--- src/rtl/fetch_seq.sv ---
// Fetch sequencer: owns the PC, captures {pc, word} into an in-order queue and hands entries downstream.
// Optional perf counters (stall_cycles, fetched) are enabled by defining FETCH_SEQ_PERF_EN.
module fetch_seq #(
    parameter int ADDR_W = 3,
    parameter int DATA_W = 32,
    parameter int DEPTH  = 4
) (
    input  logic                     CLK,
    input  logic                     RST_N,
    input  logic                     en,
    input  logic                     redirect_valid,
    input  logic [ADDR_W-1:0]        redirect_pc,
    output logic [ADDR_W-1:0]        fetch_arg,
    input  logic [DATA_W-1:0]        fetch_data,
    output logic                     out_valid,
    input  logic                     out_ready,
    output logic [DATA_W-1:0]        out_instr,
    output logic [ADDR_W-1:0]        out_pc,
    output logic [$clog2(DEPTH):0]   count
`ifdef FETCH_SEQ_PERF_EN
    ,
    output logic [15:0]              stall_cycles,
    output logic [15:0]              fetched
`endif
);
    localparam int PTR_W = $clog2(DEPTH);
    localparam int CNT_W = PTR_W + 1;

    typedef enum logic [1:0] {IDLE, RUN, FULL} state_t;

    state_t             state_q, state_d;
    logic [ADDR_W-1:0]  pc_q, pc_d;
    logic [PTR_W-1:0]   head_q, head_d;
    logic [PTR_W-1:0]   tail_q, tail_d;
    logic [CNT_W-1:0]   count_q, count_d;

    logic [ADDR_W-1:0]  pc_mem_q   [DEPTH];
    logic [DATA_W-1:0]  data_mem_q [DEPTH];

    logic is_full;
    logic push;
    logic pop;

    assign is_full = (count_q == CNT_W'(DEPTH));
    assign pop     = out_valid & out_ready & ~redirect_valid;
    // A pop frees its slot in the same cycle, so a full queue can still fetch.
    assign push    = (state_q != IDLE) & en & ~redirect_valid & (~is_full | pop);

    always_comb begin
        state_d = state_q;
        pc_d    = pc_q;
        head_d  = head_q;
        tail_d  = tail_q;
        count_d = count_q;
        if (redirect_valid) begin
            pc_d = redirect_pc;
            if (state_q != IDLE) begin
                head_d  = '0;
                tail_d  = '0;
                count_d = '0;
                state_d = RUN;
            end
        end else begin
            if (push) begin
                pc_d   = pc_q + ADDR_W'(1);
                tail_d = tail_q + PTR_W'(1);
            end
            if (pop) begin
                head_d = head_q + PTR_W'(1);
            end
            if (push && !pop) begin
                count_d = count_q + CNT_W'(1);
            end else if (pop && !push) begin
                count_d = count_q - CNT_W'(1);
            end
            if (state_q == IDLE) begin
                if (en) begin
                    state_d = RUN;
                end
            end else begin
                state_d = (count_d == CNT_W'(DEPTH)) ? FULL : RUN;
            end
        end
    end

    always_ff @(posedge CLK) begin
        if (!RST_N) begin
            state_q <= IDLE;
            pc_q    <= '0;
            head_q  <= '0;
            tail_q  <= '0;
            count_q <= '0;
        end else begin
            state_q <= state_d;
            pc_q    <= pc_d;
            head_q  <= head_d;
            tail_q  <= tail_d;
            count_q <= count_d;
        end
    end

    // Storage is cleared on reset so the head reads back as zero afterwards.
    for (genvar gi = 0; gi < DEPTH; gi++) begin : g_slot
        always_ff @(posedge CLK) begin
            if (!RST_N) begin
                pc_mem_q[gi]   <= '0;
                data_mem_q[gi] <= '0;
            end else if (push && (tail_q == PTR_W'(gi))) begin
                pc_mem_q[gi]   <= pc_q;
                data_mem_q[gi] <= fetch_data;
            end
        end
    end

    assign fetch_arg = pc_q;
    assign out_valid = (count_q != '0);
    assign out_instr = data_mem_q[head_q];
    assign out_pc    = pc_mem_q[head_q];
    assign count     = count_q;

`ifdef FETCH_SEQ_PERF_EN
    logic [15:0] stall_q, stall_d;
    logic [15:0] fetched_q, fetched_d;

    always_comb begin
        stall_d   = stall_q;
        fetched_d = fetched_q;
        if ((state_q != IDLE) && en && !redirect_valid && is_full && !pop && (stall_q != 16'hFFFF)) begin
            stall_d = stall_q + 16'd1;
        end
        if (push && (fetched_q != 16'hFFFF)) begin
            fetched_d = fetched_q + 16'd1;
        end
    end

    always_ff @(posedge CLK) begin
        if (!RST_N) begin
            stall_q   <= '0;
            fetched_q <= '0;
        end else begin
            stall_q   <= stall_d;
            fetched_q <= fetched_d;
        end
    end

    assign stall_cycles = stall_q;
    assign fetched      = fetched_q;
`endif
endmodule

--- config.mk ---
export PLATFORM = sky130hd
export DESIGN_NAME = fetch_seq
export DESIGN_NICKNAME = d
export VERILOG_FILES = /design/src/rtl/fetch_seq.sv
export SDC_FILE = /design/constraint.sdc
export NUM_CORES = 1
export LEC_CHECK = 0
export CAP_MARGIN = 20
export CORE_AREA = 10 10 157 174
export CTS_CLUSTER_DIAMETER = 150
export CTS_CLUSTER_SIZE = 30
export DETAILED_ROUTE_END_ITERATION = 8
export DIE_AREA = 0 0 167 184
export PLACE_DENSITY = 0.51
export SYNTH_ARGS = -nofsm -noshare
export SYNTH_HDL_FRONTEND = slang
export SYNTH_SLANG_ARGS = --single-unit
--- constraint.sdc ---
create_clock -name CLK -period 2.9 [get_ports CLK]
set_clock_uncertainty 0.1 [all_clocks]
set_input_delay 0.435 -clock CLK [delete_from_list [all_inputs] [get_ports CLK]]
set_output_delay 0.435 -clock CLK [all_outputs]
set_load 0.05 [all_outputs]
# After elaboration in Yosys (flattened, before gate mapping)
# Memory sizes are Yosys's and may differ from the RTL's. A register that Yosys moved wholly into a read port is not among the register bits.
# Cells that the tools add are included.
[word_totals] register_bits=12 mem_bits_rw=140 in_bits=40 out_inout_bits=42 elab_cells=94 n_memories=2
[mem_list] name="data_mem_q" depth=4 width=32 rd=1 rd_clocked_by_memory_dff=1 wr=4 line="38" text="logic [DATA_W-1:0] data_mem_q [DEPTH];"
[mem_list] name="pc_mem_q" depth=4 width=3 rd=1 rd_clocked_by_memory_dff=1 wr=4 line="37" text="logic [ADDR_W-1:0] pc_mem_q [DEPTH];"
[classes] add_sub_neg=5 n_eq_ne=7 muxes=42 n_bitwise=16 n_reduce_logical=17
[ops] op="32-bit two-way mux" n=4
[ops] op="3-bit two-way mux" n=11
[ops] op="2-bit two-way mux" n=14
[ops] op="1-bit two-way mux" n=13
[ops] op="1-bit OR" n=9
[ops] op="3-bit by 1-bit adder with 3-bit output, second input constant" n=2
[ops] op="3-bit equality test, second input constant" n=2
[ops] op="1-bit logical AND" n=6
[ops] op="2-bit AND reduction" n=3
[ops] op="2-bit nonzero test" n=3
[ops] op="1-bit AND" n=5
[ops] op="2-bit by 1-bit adder with 2-bit output, second input constant" n=2
[ops] op="2-bit equality test, second input constant" n=2
[ops] op="2-bit logical NOT" n=2
[ops] op="3-bit != test, second input constant" n=1
[ops] op="3-bit nonzero test" n=1
[ops] op="3-bit by 1-bit subtractor with 3-bit output, second input constant" n=1
[ops] op="2-bit by 1-bit equality test with 1-bit output, second input constant" n=1
[ops] op="1-bit logical NOT" n=2
[ops] op="2-bit by 1-bit != test with 1-bit output, second input constant" n=1
[ops] op="1-bit inverter" n=2

# Depth between registers and ports, before layout
# Gate-level depths: netlist of the first run.
[depth] ltp_word=14 mapped_depth=8 depth_no_buf=7

# Worst setup path after synthesis of the first run
# Ideal clock, no wire load.
[synth_path] path_type="reg2reg" from="reg count_q[0] (netlist: count[0])" to="mem data_mem_q[0][0] (enable)" t_arrival_ns=2.624 setup_slack_ns=-0.217 path_stages_with_launch=7 synth_period_minus_slack_ns=3.117 cell_sequence="dfxtp_1 -> inv_1 -> ha_1 -> a311oi_4 -> buf_2 -> nand2_1 -> nand2_1"
[synth_lines] element="start: declaration" line="35" text="logic [CNT_W-1:0] count_q, count_d;"
[synth_lines] element="start signal: assignment" line="98" text="count_q <= count_d;"
[synth_lines] element="end: declaration" line="38"

==> results of run 1 <==
-- flip-flops by register name (all words and copies together) (netlist names), named ones only --
register / flops
pc_mem_q: 12
count: 3
tail_q: 2
data_mem_q: 128
state_q: 2
fetch_arg: 3
head_q: 2
-- per-layer routing --
layer  vias up  share of wire (%)
met5         -                  0
met3        17                4.7
met2        85                 51
li1       1848                  -
met4         0                1.9
met1      2016                 42
-- power by group --
part | total (mW) | switching [mW] | internal, mW
logic | 0.438 | 0.271 | 0.167
registers | 2.53 | 0.0310 | 2.50
clock network | 2.38 | 0.861 | 1.52
total | 5.35 | 1.16 | 4.18
-- through the flow --
step / instance area, um2 / TNS [ns]
detailed placement: 8132 / 0
global route: 8765 / 0
floorplan: 6987 / -22.74
CTS: 8762 / 0
global placement: 8132 / 0
finish: 8765 / 0
-- how the worst min path moves through the flow --
stage | cells past startpoint | from | endpoint | slack [ns]
6_report | 2 | head_q[1] | register | 0.39
5_1_grt | 2 | head_q[1] | register | 0.45
4_1_cts | 2 | head_q[1] | register | 0.40
3_5_place_dp | 2 | head_q[1] | register | 0.38
3_3_place_gp | 2 | head_q[1] | register | 0.37
2_1_floorplan | 2 | head_q[1] | register | 0.35
-- layout make-up --
type | count | area, um2 | share of cell area (%)
Antenna cell | 1 | 2.502 | 0.02855
Clock buffer | 19 | 432.9 | 4.939
Clock inverter | 12 | 198.9 | 2.270
Inverter | 9 | 33.78 | 0.3854
Multi-Input combinational cell | 265 | 2263 | 25.82
Sequential cell | 154 | 4489 | 51.22
Tap cell | 305 | 381.6 | 4.354
Timing Repair Buffer | 98 | 962.2 | 10.98
-- worst max-delay path: stages, from the launching register on --
cell	delay [ns]
dfxtp_4	0.55
buf_12	0.27
mux4_2	0.59
buf_4	0.22
-- what timing repair did --
item                                    4_1_cts  5_1_grt
endpoints found under the setup margin        1        0
setup buffers                                 0        0
gates resized for setup                       1        0
endpoints found under the hold margin         0        0
-- cell usage in the layout, fill, tap and decap left out, drive strengths merged, types with 3 or more instances in the layout --
| cell | n |
|---|---|
| edfxtp | 140 |
| buf | 52 |
| clkbuf | 19 |
| inv | 9 |
| ha | 8 |
| and3 | 5 |
| nand2 | 18 |
| nor2 | 6 |
| nor3 | 6 |
| clkinv | 4 |
| o21ai | 10 |
| dfxtp | 14 |
| and2 | 142 |
| clkdlybuf4s50 | 45 |
| a21oi | 10 |
| clkinvlp | 3 |
| mux4 | 35 |
| bufinv | 5 |
-- cell families (layout without fill, tap and decap cells) --
kind of cell / after synthesis / in the layout
AO/OA/AOI/OAI: 31 / 31
XOR/XNOR: 2 / 2
adder cells (fa/ha/maj): 8 / 8
buffers and inverters: 37 / 138
flip-flops: 154 / 154
multiplexers: 36 / 36
other: 0 / 1
AND/OR/NAND/NOR: 188 / 188
==> results by group, run 1 <==
Run status
  • Status: finished, final reports clean

Pwr
  • Static Leak: 3.197 nW
  • Worst VDD drop: 418.2 uV
  • Power per cell area: 609.9 nW/um2
  • Design Power: 5.345 mW

Setup path
  • Worst path arrival time: 2.07 ns
  • Worst endpoint required time: 2.37 ns
  • Crit path to: out_pc[0]
  • Worst R2R Start: count[0]
  • Worst setup EP type: output port
  • WS Path Type: reg2out
  • Crit Path Max Fanout: 22
  • Startpoint Class: register
  • Register-to-register setup slack: 0.65 ns
  • R2R cell count: 6
  • Worst R2R End: data_mem_q[3][23]

Synth
  • Compound-Gate Fraction of Synth Area: 3.171%
  • Number of enable flip-flop cells after synthesis: 140
  • Post-Synth XOR/XNOR Area: 0.2508%
  • Netlist cell types: 39
  • Post-synth top cells: 142 x and2_1, 140 x edfxtp_1, 35 x mux4_2, 18 x nand2_1, 14 x dfxtp_1
  • Most frequent cell after synthesis: and2_1
  • Multiplexer area fraction after synthesis: 11.43%
  • Asr flop ratio synth: 0%
  • Register area share after synthesis: 64.21%
  • Mean Syn Cell Area: 15.32 um2
  • Cell accounting for the most synthesized area: edfxtp_1
  • #FFs+latches synth: 154
  • Post-synth top area share: 60.19%
  • Synth Net Count: 504
  • Cells after Synth: 456
  • Post-Syn Area: 6984 um2
  • Largest family of logic cells by synthesized area: simple AND/OR/NAND/NOR gates
  • Top FF cell, synth: edfxtp_1
  • Post-Synth Adder-Cell Area: 1.433%
  • Area contributors post-synth: edfxtp_1 60%, and2_1 13%, mux4_2 11%, dfxtp_1 4.0%, buf_6 1.9%
  • Syn. warnings: 0
  • Synth Area in Simple Gates: 15.91%

Placement
  • Placed cell count: 831
  • DP HPWL: 10.17 mm
  • Port-buffer cells: 81
  • GP Congestion: 0.8128
  • Pre-CTS WS: 0.3426 ns

Cells and area
  • Area grow syn2layout: 25.49%
  • Finished Core Util: 37.22%
  • Fillcell total: 2,197
  • Post-Layout Cell Count: 863
  • Final #Nets: 593
  • Layout cells sized above 1: 23.34%

Floorplanning
  • Row count: 59
  • Die Area: 30,730 um2
  • CORE AREA: 23,550 um2
  • Die Span X: 167 um
  • Initial core utilization: 29.66%
  • Die H: 184 um
  • I/O pin count: 82

CTS
  • H-tree levels: 4
  • CTS tree: built
  • Clk Latency, worst-skew pair: 0.42 ns
  • Cts bufs inserted: 17
  • CTS Hold Bufs: 0
  • Clk root buf: clkbuf_16
  • Clock-pin slew of the registers on the worst-case setup and hold paths: 0.06 ns
  • CTS sink cnt: 154
  • Clock buffer depth: 2

Route
  • Drt drc: 0
  • Antenna Nets Post-Route: 0
  • Via count: 3,966
  • Vias/cell: 4.596
  • Wire per inst: 18.68 um
  • Final wirelength: 16.12 mm
  • DR pass1 iterations: 4
  • DRT iter0 DRCs: 167

Global routing
  • Total track usage: 10.68%
  • Initial antenna violation count: 1
  • Grt ovf: 0
  • GR Layer Usage met1: 12.22%
  • Most used routing layer: met2
  • Global-route wire length before repair: 25.07 mm
  • M2 GR Usage: 18.38%
  • Largest net degree at the start of global routing: 36
  • Vias in the first global route: 4,282
  • Routing usage on met3: 3.379%

STA
  • Setup ws final: 0.2934 ns
  • Worst-margin pin slew: 0.6035 ns
  • Max-slew violations: 0
  • Rel. slew slack: 58.73%
  • Highest achievable clock rate: 383.6 MHz
  • Period minus WS final: 2.607 ns
  • Minimum hold slack: 0.3912 ns
  • Tcrit/Tclk final: 89.88%
  • Final Setup Violations: 0
  • Final number of hold-violating endpoints: 0
  • RSZ-0062 raised after global routing: false

Min path
  • Min-delay worst type: reg2reg

Run
  • MaxCap Viol Count: 0
(Power assumes the default switching activity.)
==> inputs of run 2 (changes only) <==
MAX_ROUTING_LAYER = met4   (was default)
SETUP_SLACK_MARGIN = 0.02   (was default)
SLEW_MARGIN = 20   (was default)
==> run 2 against run 1 <==
  * First-iteration DRC count is 1.8% lower
  * Critical path depth is 1 higher
  * Fmax increased by 0.19%
  * Combinational power barely moved
  * Non-clock buffer count unchanged
  * Die area unchanged
  * Clock power barely moved
  * Hold slack worse by 0.0030 ns
  * Count of clock-buffer cells in the layout is the same
  * Design area did not move
  * Cell count unchanged
  * Critical path type unchanged
  * Largest cell class unchanged
  * Largest power group unchanged
==> results by group, run 2 (synthesis gave the netlist of run 1 again) <==
CTS
  • CTS sink cnt: 154
  • H-tree levels: 4
  • Clock buffer depth: 2
  • Clk root buf: clkbuf_16
  • CTS tree: built
  • CTS Hold Bufs: 0
  • Clk Latency, worst-skew pair: 0.42 ns
  • Cts bufs inserted: 17
  • Clock-pin slew of the registers on the worst-case setup and hold paths: 0.06 ns

Global routing
  • Routing usage on met3: 2.973%
  • Total track usage: 10.98%
  • Most used routing layer: met2
  • M2 GR Usage: 18.43%
  • Vias in the first global route: 4,288
  • GR Layer Usage met1: 12.37%
  • Largest net degree at the start of global routing: 36
  • Global-route wire length before repair: 25.08 mm
  • Initial antenna violation count: 1
  • Grt ovf: 0

Route
  • Drt drc: 0
  • Antenna Nets Post-Route: 0
  • DRT iter0 DRCs: 164
  • Vias/cell: 4.583
  • Final wirelength: 16.07 mm
  • DR pass1 iterations: 4
  • Via count: 3,955
  • Wire per inst: 18.62 um

Cells and area
  • Finished Core Util: 37.22%
  • Fin area: 8765 um2
  • Commonest non-fill, non-tap cell in the layout: and2_1
  • Post-Layout Cell Count: 863
  • Area of the multi-input gates: 2263 um2
  • Final #Nets: 593
  • Area grow syn2layout: 25.49%
  • Fillcell total: 2,197
  • Most frequent cells in the layout: 142 x and2_1, 140 x edfxtp_1, 45 x clkdlybuf4s50_1, 43 x buf_4, 35 x mux4_2
  • Number of flip-flops in the largest register: 128
  • Layout cells sized above 1: 23.34%
  • Top Registers: data_mem_q (128), pc_mem_q (12)
  • Most flop-heavy register: data_mem_q
  • Register area: 4489 um2

Min path
  • Min-delay worst type: reg2reg
  • Hold path cells: 2
  • HP Start: head_q[1]

Setup path
  • Crit Path Max Fanout: 7
  • WS Path Type: reg2out
  • Worst endpoint required time: 2.37 ns
  • Worst setup EP type: output port
  • Buf/Inv on CP: 2
  • R2R cell count: 6
  • Worst R2R Start: count[0]
  • CP top delay family: buffers and inverters
  • Crit path cell chain: inv_1 > ha_1 > nand2b_1 > dlygate4sd2_1
  • Register-to-register setup slack: 0.65 ns
  • Startpoint Class: register
  • Worst path arrival time: 2.07 ns
  • Worst path slowest cell: dlygate4sd2_1
  • Worst path max stage delay: 0.57 ns
  • Worst R2R End: data_mem_q[3][5]

Pwr
  • Static Leak: 3.197 nW
  • Power per cell area: 608.6 nW/um2
  • Design Power: 5.334 mW
  • Worst VDD drop: 411.5 uV

Run status
  • Status: finished, final reports clean

STA
  • Setup ws final: 0.2982 ns
  • Worst-margin pin slew: 0.6324 ns
  • Tcrit/Tclk final: 89.72%
  • Final number of hold-violating endpoints: 0
  • Highest achievable clock rate: 384.3 MHz
  • Period minus WS final: 2.602 ns
  • Rel. slew slack: 56.75%
  • Max-slew violations: 0
  • RSZ-0062 raised after global routing: false
  • Final Setup Violations: 0

Floorplanning
  • Die Area: 30,730 um2
  • Die H: 184 um
  • Initial core utilization: 29.66%
  • Die Span X: 167 um
  • I/O pin count: 82
  • CORE AREA: 23,550 um2
  • Row count: 59

Placement
  • Area after DPL: 8132 um2
  • Port-buffer cells: 81
  • GP Congestion: 0.8248
  • Placed cell count: 831
  • Pre-CTS WS: 0.3426 ns
  • DP HPWL: 10.17 mm

Run
  • MaxCap Viol Count: 0
-- run 2: area by class of cell --
class / instances / share of cell area [%]
Sequential cell: 154 / 51.22
Multi-Input combinational cell: 265 / 25.82
Timing Repair Buffer: 98 / 10.98
Clock buffer: 19 / 4.939
Tap cell: 305 / 4.354
Clock inverter: 12 / 2.270
Inverter: 9 / 0.3854
Antenna cell: 1 / 0.02855
-- run 2: repair_timing --
item | in CTS | in global routing
hold endpoints to repair | 0 | 0
endpoints found under the setup margin | 1 | 0
buffers inserted | 0 | 0
resized for setup | 1 | 0
-- run 2: layer usage --
metal | part of all wire, % | vias to the layer above
met3 | 3.9 | 11
met5 | 0 | -
met1 | 43 | 2003
met2 | 52 | 95
li1 | - | 1846
met4 | 1.5 | 0
-- run 2: how the worst max path moves through the flow --
stage / from / endpoint / slack, ns / cells past startpoint
finish: count[0] / out_valid / 0.30 / 4
global route: register / out_pc[0] / 0.17 / 3
CTS: register / out_pc[0] / 0.24 / 3
detailed placement: en / data_mem_q[3][13] / 0.34 / 6
global placement: en / data_mem_q[1][22] / 0.37 / 6
floorplan: count[0] / data_mem_q[1][0] / -0.22 / 6
-- run 2: through the flow --
step	TNS (ns)	hold WS, ns
6_report	0	0.3881
5_1_grt	0	0.4539
2_1_floorplan	-22.74	0.3529
4_1_cts	0	0.3973
3_5_place_dp	0	0.3819
3_3_place_gp	0	0.3669
-- run 2: worst reg2reg max path, stage by stage (launching register included) --
cell,delay (ns)
dfxtp_1,0.39
inv_1,0.13
ha_1,0.32
a311oi_4,0.51
nand2_1,0.12
nand2_2,0.10
buf_12,0.26
-- run 2: power by group --
| group | internal, mW | total, mW | switching, mW | leakage, nW |
|---|---|---|---|---|
| combinational | 0.167 | 0.438 | 0.271 | 1.34 |
| sequential | 2.50 | 2.53 | 0.0310 | 1.56 |
| clock | 1.52 | 2.37 | 0.849 | 0.297 |
| total | 4.18 | 5.33 | 1.15 | 3.20 |
==> edit (settings of run 2) <==
The parameter `DEPTH` goes from 4 to 2.
--- a/src/rtl/fetch_seq.sv
+++ b/src/rtl/fetch_seq.sv
@@ -5,3 +5,3 @@
     parameter int DATA_W = 32,
-    parameter int DEPTH  = 4
+    parameter int DEPTH  = 2
 ) (
Ports: changed (resized count); port bits go from 82 to 81. The function was not compared with the original's and may differ.
==> edit against run 2 <==
- final area decreased by 41%
- die area stayed put
- global-route usage shrank 4.6 points
- critical path type unchanged
- fmax increased by 1.6%
- setup slack improved by 41 ps
- area after synthesis fell by 48%
- via count is 42% lower
- sequential cell count is 74 lower
- routed wire length shrank 41%
- power fell by 46%
- count of clock-buffer cells in the layout fell by 7
- first-iteration DRC count fell by 46%
==> edit: results <==
metrics = {
    "setup_path": {
        "cp_max_fo": 18,
        "r2r-end": "data_mem_q[1][17]$_SDFFCE_PN0P_",
        "r2r_setup_slack_ps": 530,
    },
    "synth": {
        "synth_commonest_cells": "70 x and2_1, 70 x edfxtp_1, 35 x mux2_2, 10 x dfxtp_1, 8 x clkbuf_1",
        "ys_types": 41,
        "syn_nets": 307,
    },
    "clocking": {
        "clkLatencyLatePin_ps": 330,
        "cts_buffers": 9,
        "htreeDepth": 3,
        "cts.repair.resized": 0,
    },
    "timing": {
        "maxSlewHeadroom": 0.623,
        "holdWs_ps": 425,
        "max_freq_mhz": 391,
    },
    "place": {
        "portBuffers": 80,
        "place_ws_ps": 379,
        "hpwl_mm": 6.95,
    },
    "pwr": {
        "vdd_drop_max_mv": 0.275,
        "power.internal_w": 0.00217,
    },
    "grt": {
        "antenna_found_initial": 0,
        "grt_max_degree": 19,
    },
    "run_status": {
        "status": "complete, no violations",
    },
    "routing": {
        "avgRoutedWirePerCell_um": 14.3,
        "num_vias": 2301,
        "drtIter0Drc": 89,
    },
    "min_path": {
        "hp-start": "tail_q$_SDFFE_PN0P_",
    },
    "finish": {
        "nets": 395,
    },
}
==> edit: cell count changes after synthesis, sizes merged, moves of 12 or more <==
cell	run 2	this run
buf	22	7
nand2	18	6
and2	142	70
mux2	0	36
mux4	35	0
edfxtp	140	70
==> edit: final cells by class <==
cell class	instances	area (µm²)
Inverter	7	26.3
Fill cell	2460	18400
Sequential cell	80	2300
Clock buffer	12	246
Clock inverter	4	53.8
Tap cell	305	382
Multi-Input combinational cell	162	1260
Timing Repair Buffer	92	883
==> edit: kinds of logic (layout without fill, tap and decap cells) <==
logic type | count (synthesis) | after routing
simple gates | 94 | 94
flops | 80 | 80
mux | 37 | 37
compound gates | 28 | 28
buf+inv | 22 | 115
fa+ha+maj | 3 | 3
==> edit: metal layers <==
layer  up-vias  routed length (µm)
met5         -                   0
li1       1128                   -
met1      1109                3840
met4         0                 164
met3        11                 716
met2        53                4720
==> edit: worst max-delay path, cell delays in order (launching register included) <==
cell             delay, ps
dfxtp_2                330
buf_4                  270
mux2_2                 380
clkdlybuf4s50_1        710
